==> src/rtl/clint_timer_pkg.sv <==
// Shared CLINT definitions: register offsets, bus FSM states and the byte-merge helper.
package clint_timer_pkg;

  localparam logic [63:0] CLINT_MSIP_OFF     = 64'h0000_0000_0000_0000;
  localparam logic [63:0] CLINT_MTIMECMP_OFF = 64'h0000_0000_0000_4000;
  localparam logic [63:0] CLINT_MTIME_OFF    = 64'h0000_0000_0000_BFF8;

  typedef enum logic {
    ST_IDLE = 1'b0,
    ST_RESP = 1'b1
  } clint_state_e;

  // Replace only the bytes whose strobe is set.
  function automatic logic [63:0] merge_bytes(input logic [63:0] old_val,
                                              input logic [63:0] wdata,
                                              input logic [7:0]  wstrb);
    logic [63:0] res;
    res = old_val;
    for (int i = 0; i < 8; i++) begin
      if (wstrb[i]) res[8*i +: 8] = wdata[8*i +: 8];
    end
    return res;
  endfunction

endpackage

==> src/rtl/clint_tick_gen.sv <==
// Prescaler for mtime: emits a one-cycle tick every TICK_DIV core clocks.
module clint_tick_gen #(
  parameter int unsigned TICK_DIV = 2
) (
  input  logic clk_i,
  input  logic rst_ni,
  output logic tick_o
);

  localparam logic [15:0] LAST_CNT = 16'(TICK_DIV - 1);

  logic [15:0] cnt_q, cnt_d;

  assign tick_o = (cnt_q == LAST_CNT);

  always_comb begin
    cnt_d = tick_o ? 16'd0 : cnt_q + 16'd1;
  end

  always_ff @(posedge clk_i or negedge rst_ni) begin
    if (!rst_ni) cnt_q <= 16'd0;
    else         cnt_q <= cnt_d;
  end

endmodule

==> src/rtl/clint_timer.sv <==
// Core-local interruptor: mtime/mtimecmp/msip behind a valid/ready request and response channel.
module clint_timer
  import clint_timer_pkg::*;
#(
  parameter logic [63:0] BASE_ADDR = 64'h0000_0000_0200_0000,
  parameter int unsigned TICK_DIV  = 2
) (
  input  logic        cpu_clk_50M,
  input  logic        cpu_rst_n,
  input  logic        req_valid,
  output logic        req_ready,
  input  logic        req_we,
  input  logic [63:0] req_addr,
  input  logic [63:0] req_wdata,
  input  logic [7:0]  req_wstrb,
  output logic        resp_valid,
  input  logic        resp_ready,
  output logic [63:0] resp_rdata,
  output logic        resp_err,
  output logic        time_irq,
  output logic        soft_irq,
  output logic [63:0] mtime_o
);

  clint_state_e state_q, state_d;
  logic [63:0]  mtime_q, mtime_d;
  logic [63:0]  mtimecmp_q, mtimecmp_d;
  logic         msip_q, msip_d;
  logic [63:0]  rdata_q, rdata_d;
  logic         err_q, err_d;
  logic         time_irq_q, soft_irq_q;
  logic         tick;
  logic [63:0]  offset;
  logic         aligned, hit_msip, hit_mtimecmp, hit_mtime, hit_any;

  clint_tick_gen #(.TICK_DIV(TICK_DIV)) u_tick (
    .clk_i  (cpu_clk_50M),
    .rst_ni (cpu_rst_n),
    .tick_o (tick)
  );

  assign offset       = req_addr - BASE_ADDR;
  assign aligned      = (req_addr[2:0] == 3'b000);
  assign hit_msip     = aligned && (offset == CLINT_MSIP_OFF);
  assign hit_mtimecmp = aligned && (offset == CLINT_MTIMECMP_OFF);
  assign hit_mtime    = aligned && (offset == CLINT_MTIME_OFF);
  assign hit_any      = hit_msip || hit_mtimecmp || hit_mtime;

  assign req_ready  = (state_q == ST_IDLE);
  assign resp_valid = (state_q == ST_RESP);
  assign resp_rdata = rdata_q;
  assign resp_err   = err_q;
  assign time_irq   = time_irq_q;
  assign soft_irq   = soft_irq_q;
  assign mtime_o    = mtime_q;

  always_comb begin
    state_d    = state_q;
    mtime_d    = tick ? mtime_q + 64'd1 : mtime_q;
    mtimecmp_d = mtimecmp_q;
    msip_d     = msip_q;
    rdata_d    = rdata_q;
    err_d      = err_q;
    if (state_q == ST_IDLE) begin
      if (req_valid) begin
        state_d = ST_RESP;
        rdata_d = 64'd0;
        err_d   = !hit_any;
        if (req_we) begin
          // A software write to mtime wins over a coincident tick.
          if (hit_mtime)    mtime_d    = merge_bytes(mtime_q, req_wdata, req_wstrb);
          if (hit_mtimecmp) mtimecmp_d = merge_bytes(mtimecmp_q, req_wdata, req_wstrb);
          if (hit_msip && req_wstrb[0]) msip_d = req_wdata[0];
        end else begin
          if (hit_mtime)    rdata_d = mtime_q;
          if (hit_mtimecmp) rdata_d = mtimecmp_q;
          if (hit_msip)     rdata_d = {63'd0, msip_q};
        end
      end
    end else begin
      if (resp_ready) state_d = ST_IDLE;
    end
  end

  always_ff @(posedge cpu_clk_50M or negedge cpu_rst_n) begin
    if (!cpu_rst_n) begin
      state_q    <= ST_IDLE;
      mtime_q    <= 64'd0;
      mtimecmp_q <= 64'hFFFF_FFFF_FFFF_FFFF;
      msip_q     <= 1'b0;
      rdata_q    <= 64'd0;
      err_q      <= 1'b0;
      time_irq_q <= 1'b0;
      soft_irq_q <= 1'b0;
    end else begin
      state_q    <= state_d;
      mtime_q    <= mtime_d;
      mtimecmp_q <= mtimecmp_d;
      msip_q     <= msip_d;
      rdata_q    <= rdata_d;
      err_q      <= err_d;
      // Interrupt lines follow the pre-edge register values, one edge behind.
      time_irq_q <= (mtime_q >= mtimecmp_q);
      soft_irq_q <= msip_q;
    end
  end

endmodule

==> config.mk <==
export PLATFORM = sky130hd
export DESIGN_NAME = clint_timer
export DESIGN_NICKNAME = d
export VERILOG_FILES = /design/src/rtl/clint_timer_pkg.sv /design/src/rtl/clint_tick_gen.sv /design/src/rtl/clint_timer.sv
export SDC_FILE = /design/constraint.sdc
export NUM_CORES = 1
export LEC_CHECK = 0
export ABC_AREA = 1
export CAP_MARGIN = 20
export CORE_AREA = 2 2 165 167
export CTS_CLUSTER_SIZE = 14
export DETAILED_ROUTE_END_ITERATION = 12
export DIE_AREA = 0 0 167 169
export PLACE_DENSITY = 0.86
export SLEW_MARGIN = 40
export SYNTH_ARGS = -nofsm -noshare
export SYNTH_HDL_FRONTEND = slang
export SYNTH_SLANG_ARGS = --single-unit
==> constraint.sdc <==
create_clock -name cpu_clk_50M -period 4.1 [get_ports cpu_clk_50M]
set_input_delay 0.615 -clock cpu_clk_50M [delete_from_list [all_inputs] [get_ports cpu_clk_50M]]
set_output_delay 0.615 -clock cpu_clk_50M [all_outputs]
set_load 0.02 [all_outputs]
==> reports/results.ini, run 1 <==
[drt]
dr.first_iter.drc_count=1720
ant_nets=0
vias=16662
vias_per_cell=5.73
drcViolationCount=0
wl_per_cell_um=18.0
dr.pass1.iters=7
wirelength_um=52300

[critical_path]
end_kind=register
required_ns=4.55
r2r-end=mtime_o[54]$_DFFE_PN0P_
worstReg2RegStart=u_tick.cnt_q[1]$_DFF_PN0_
critical_path_class=input pin to register
arrival_ns=3.95
ff2ff_path_depth=17
worst-path-max-fanout=40
reg2reg_slack_ns=0.72
worst_setup_path_start_kind=input pin

[timing]
clock.fmax_ghz=0.286
finalSetupViolCount=0
slew_headroom_pct=45.5
period_share_pct=85.2
clock_skew_ns=0.0291
setup_ws_ns=0.608
finalSetupTns_ns=0
worst_pin_slew_ns=0.818
slew_viol_final=0
grt_setup_unrepaired=false
period_minus_slack_ns=3.49
holdWs_ns=0.401
finalHoldViolCount=0

[clock_network]
cts_root_buf=clkbuf_16
hold_buffers=0
clk_path_buf_depth=3
cts_resized=0
clk_pin_slew_ns=0.06
cts_tree=done
numCtsBuffers=25
cts_setup_buffers=0
clk_latency_ns=0.55
clock-sinks=213
htreeDepth=1

[yosys]
netlist_area_um2=15100
synth_top_area_share_pct=24.6
synth_top_family_by_area=simple AND/OR/NAND/NOR gates
synth_compound_area_share_pct=8.03
netlist_top_cells_area=dfrtp_1 (25%), nand2_1 (21%), dfstp_2 (11%)
synth_top_flop_cell=dfrtp_1
yosysTopAreaCell=dfrtp_1
synth-simple-area-share_pct=39.0
yosysWarnings=0
synthXorXnorAreaFrac_pct=2.14
synth-seq-area-share_pct=35.8
syn_area_per_cell_um2=6.61
syn_nets=2498
synthMuxAreaShare_pct=0
syn_inst=2289
async_flop_share_pct=100
ys_ff_latch=213
synth_cell_types=43
synthAdderAreaFrac_pct=5.62
synth_edf_count=0

[global_routing]
grt_pass1_vias=16281
groute.usage.overall_pct=36.7
grt_max_degree=96
antenna_found_initial=1
grt.overflow.total=0
grt_first_pass_wirelength_um=83700

[die]
core_um2=26500
die_area_um2=28200
ios=274
rows=60
initial_core_util_pct=57.1
fp.dieH_um=169
die_w_um=167

[placed_design]
port_buffers=273
placed_area_um2=18200
dp.cells=2861
finalWeightedCongestion=1.00
preCtsSetupSlack_ns=0.127
dp_hpwl_um=39500

[hold_path]
min_from=msip_q$_DFFE_PN0P_
hold_class=register to register
hold_depth=0
holdPathEnd=soft_irq$_DFF_PN0_

[run_status]
status=complete, no violations

[finish]
mostFrequentLayoutCells=nand2_1 (853), inv_1 (285), clkdlybuf4s50_1 (272), nor2_1 (181), nand3_1 (172)
drive_gt1_share_pct=7.13
final_area_um2=19100
stdcell_count=2910
num-nets-final=2758
layout_commonest_cell=nand2_1
area_growth_pct=26.1

[power]
leakagePower_nw=8.82
p_per_area_nw_per_um2=262
vdd_drop_max_v=0.000299

[flow_run]
max_cap_violations=0

## cell families (layout without fill, tap and decap cells)
| family | count (synthesis) | count (layout) |
|---|---|---|
| simple gates | 1384 | 1384 |
| buf+inv | 358 | 637 |
| compound gates | 229 | 229 |
| flops | 213 | 213 |
| fa+ha+maj | 68 | 68 |
| xor+xnor | 37 | 37 |
| other cells | 0 | 1 |
## how the worst max path moves through the flow
| stage | startpoint | endpoint | slack, ns | cells past startpoint |
|---|---|---|---|---|
| 3_5_place_dp | req_addr[30] | mtimecmp_q[24]$_DFFE_PN1P_ | 0.13 | 14 |
| 2_1_floorplan | req_addr[25] | mtime_o[50]$_DFFE_PN0P_ | 1.30 | 11 |
| 6_report | req_addr[30] | mtimecmp_q[33]$_DFFE_PN1P_ | 0.61 | 14 |
| 5_1_grt | req_addr[30] | mtimecmp_q[31]$_DFFE_PN1P_ | 0.23 | 15 |
| 4_1_cts | req_addr[30] | mtimecmp_q[33]$_DFFE_PN1P_ | 0.65 | 14 |
| 3_3_place_gp | req_addr[28] | mtimecmp_q[36]$_DFFE_PN1P_ | 0.30 | 14 |
## critical path: stages
cell and delay [ns]:
clkdlybuf4s50_1 0.42, nor2_1 0.16, nand2_1 0.14, nor2_4 0.26, nand2_1 0.11, nor2_1 0.30
xnor2_1 0.17, nand2_1 0.07, nor2_1 0.13, nand3_1 0.19, nor3_4 0.33, buf_12 0.25
nand3_1 0.41, o21ai_0 0.36
## cells in the mapped netlist (2+ instances only)
| library cell | instances |
|---|---|
| nand2_1 | 855 |
| o21ai_1 | 52 |
| o211ai_1 | 6 |
| nand3_1 | 172 |
| o21a_1 | 4 |
| nor2_1 | 181 |
| xnor2_1 | 10 |
| inv_1 | 285 |
| nand3_2 | 3 |
| buf_2 | 11 |
| dfrtp_1 | 149 |
| nand3b_1 | 8 |
| a211oi_1 | 3 |
| xor2_1 | 27 |
| buf_4 | 5 |
| inv_2 | 6 |
| nor2_4 | 7 |
| clkbuf_1 | 42 |
| buf_6 | 7 |
| dfstp_2 | 64 |
| clkinv_1 | 2 |
| nand2_2 | 7 |
| nor4_1 | 25 |
| o221a_2 | 2 |
| ha_1 | 68 |
| nor2_2 | 11 |
| o21bai_1 | 2 |
| o21ai_0 | 115 |
| a21oi_1 | 39 |
| o21ai_2 | 3 |
| nand4_1 | 67 |
| nor3_1 | 32 |
| or2_2 | 9 |
## where the power goes
part	internal [W]	switching [W]
Clock	0.00131	0.000947
Combinational	0.000245	0.000321
Sequential	0.00213	0.0000538
Total	0.00369	0.00132
## per-layer routing
metal / global-route usage, % / up-vias / part of all wire (%)
met2: 62.7 / 866 / 48
li1: - / 7838 / -
met1: 46.8 / 7786 / 40
met3: 4.51 / 172 / 8.0
met5: 0 / - / 0
met4: 16.7 / 0 / 4.6
## through the flow
step	total power, W	util (%)
floorplan	0.00242	-
global placement	0.00276	68.7
detailed placement	0.00277	68.7
finish	0.00501	72.0
global route	0.00513	72.0
CTS	0.00500	71.8
## cell type report
cell class	count	area [um^2]
sequential	213	5410
antenna	1	2.50
fill	2176	7430
multi-input combinational	1718	8310
timing repair buffer	298	3010
inverter	293	1100
clock inverter	7	68.8
clock buffer	39	748
tap	341	427
## state kept, by name, indices dropped and copies added, names as in the netlist, 16 cells and up
name          flops
u_tick.cnt_q     16
mtime_o          64
resp_rdata       64
mtimecmp_q       64
Power figures use the tool's default switching activity.
==> run 2, diff against run 1 <==
- MAX_ROUTING_LAYER: unset -> met4
==> run 2 against run 1 <==
Against the previous run: clock skew increased by 0.010 ns; largest power group unchanged; cell count is 0.24% higher; non-clock buffer count up 8; critical path type is now register to register; register-to-register slack got worse by 0.12 ns; first-iteration DRC count is 14% higher; wire length grew 1.7%; combinational power barely moved.
==> reports/results.ini, run 2 (synthesis results as in run 1) <==
[finish]
stdcell_count=2917  ; +0.24%
mostFrequentLayoutCells=nand2_1 (853), inv_1 (285), clkdlybuf4s50_1 (272), nor2_1 (181), nand3_1 (172)
area_growth_pct=26.8
layout_commonest_cell=nand2_1
drive_gt1_share_pct=7.50  ; +0.37 points
fin_util_pct=72.4  ; +0.43 points
num-nets-final=2765  ; +0.25%

[global_routing]
groute.usage.overall_pct=38.3  ; +1.6 points
grt_pass1_vias=16442  ; +0.99%
grt.overflow.total=0  ; unchanged
grt_max_degree=91  ; -5.2%
antenna_found_initial=2  ; +1
grt_first_pass_wirelength_um=84600  ; +1.1%

[hold_path]
hold_class=register to register

[clock_network]
clock-sinks=213  ; unchanged
cts_resized=0  ; unchanged
cts_tree=done
clk_pin_slew_ns=0.06  ; about the same
clk_path_buf_depth=3  ; unchanged
cts_root_buf=clkbuf_16
numCtsBuffers=24  ; -4.0%
htreeDepth=1  ; unchanged
clk_latency_ns=0.55  ; about the same

[die]
die_area_um2=28200  ; unchanged
core_um2=26500  ; unchanged
rows=60  ; unchanged
initial_core_util_pct=57.1  ; unchanged
die_w_um=167  ; unchanged
fp.dieH_um=169  ; unchanged
ios=274  ; unchanged

[drt]
wirelength_um=53200  ; +1.7%
wl_per_cell_um=18.2  ; +1.4%
ant_nets=0  ; unchanged
dr.first_iter.drc_count=1958  ; +14%
drcViolationCount=0  ; unchanged
vias=16652  ; -0.060%
vias_per_cell=5.71  ; -0.30%
dr.pass1.iters=7  ; unchanged

[power]
power_w=0.00510  ; +1.9%
p_per_area_nw_per_um2=266  ; +1.2%
leakagePower_nw=8.89  ; +0.74%
vdd_drop_max_v=0.000315  ; +5.1%

[timing]
slew_headroom_pct=43.7  ; -1.8 points
finalSetupTns_ns=0  ; unchanged
period_share_pct=85.2  ; about the same
worst_pin_slew_ns=0.845  ; +0.0272 ns
clock.fmax_ghz=0.286  ; about the same
period_minus_slack_ns=3.50  ; +0.00332 ns
slew_viol_final=0  ; unchanged
clock_skew_ns=0.0392  ; +0.0102 ns
finalSetupViolCount=0  ; unchanged
holdWs_ns=0.415  ; +0.0139 ns
finalHoldViolCount=0  ; unchanged
grt_setup_unrepaired=false

[placed_design]
dp.cells=2869  ; +0.28%
dp_hpwl_um=40300  ; +2.2%
port_buffers=273  ; unchanged
finalWeightedCongestion=1.06  ; +5.9%

[critical_path]
reg2reg_slack_ns=0.60  ; -0.12 ns
required_ns=4.50  ; -0.05 ns
worst_setup_path_start_kind=register
end_kind=register
critical_path_class=register to register
worst-path-max-fanout=8  ; -80%
path_cells=ha_1, nand3_1, nor2_1, nand3b_1, nor2_1, nand2_1, nor2_1, nand2_1, nor2_2, nand3_1, nand2_1, nand2_1, nand2_1, nand3_1
critPathMaxStageDelay_ns=0.54  ; +0.12 ns
crit_top_cell=nand2_1
crit_slowest_cell=dfrtp_1
arrival_ns=3.89  ; -0.06 ns

[flow_run]
max_cap_violations=0  ; unchanged

[run_status]
status=complete, no violations

## run 2: changes by cell type in the layout (fill, tap and decap cells not counted), sizes merged
cell      previous run  this run
buf                 25        32
bufinv               1         3
clkbuf              39        35
clkinv               5         6
clkinvlp             2         1
diode                1         2
inv                292       293
## run 2: path summary, 6_finish.rpt
path / start / endpoint / depth (start not counted)
min: msip_q$_DFFE_PN0P_ / soft_irq$_DFF_PN0_ / 0
min in group asynchronous: cpu_rst_n / mtime_o[0]$_DFFE_PN0P_ / 2
max in group asynchronous: cpu_rst_n / mtimecmp_q[40]$_DFFE_PN1P_ / 4
min reg2reg: msip_q$_DFFE_PN0P_ / soft_irq$_DFF_PN0_ / 0
max reg2reg: mtime_o[1]$_DFFE_PN0P_ / mtime_o[54]$_DFFE_PN0P_ / 14
max: mtime_o[1]$_DFFE_PN0P_ / mtime_o[54]$_DFFE_PN0P_ / 14
## run 2: area by class of cell
class / count / area, um^2
multi-input cells: 1718 / 8310
fillers: 2175 / 7310
flip-flops and latches: 213 / 5410
repair buffers: 306 / 3080
inverters: 293 / 1100
clock buffers: 34 / 708
well taps: 341 / 427
clock inverters: 10 / 150
diodes: 2 / 5.00
## run 2: critical path, delay by kind of cell, from the launching register on
family	cells	cell delay (ns)
adders and majority gates	1	0.34
DFF	1	0.54
and+or+nand+nor	13	2.45
## run 2: layer usage
layer  vias to the layer above  GRT usage [%]  routed length (um)
li1                       7861              -                   -
met1                      7759           47.4               20900
met2                       854           62.8               25400
met3                       178           5.40                4360
met4                         0           17.1                2650
met5                         -              -                   0
## run 2: stage by stage
step           worst slack [ns]  cell area, um^2
2_1_floorplan              1.30            15100
3_3_place_gp              0.212            18300
3_5_place_dp              0.128            18300
4_1_cts                   0.637            19100
5_1_grt                   0.190            19200
6_report                  0.605            19200
## run 2: repair_timing
action,in CTS,in global routing
buffers inserted,0,0
hold buffers,0,1
hold endpoints to repair,0,9
## run 2: power breakdown
group	internal, W	switching [W]	total [W]
logic	0.000248	0.000320	0.000568
registers	0.00213	0.0000589	0.00218
clock network	0.00140	0.000946	0.00235
total	0.00377	0.00133	0.00510
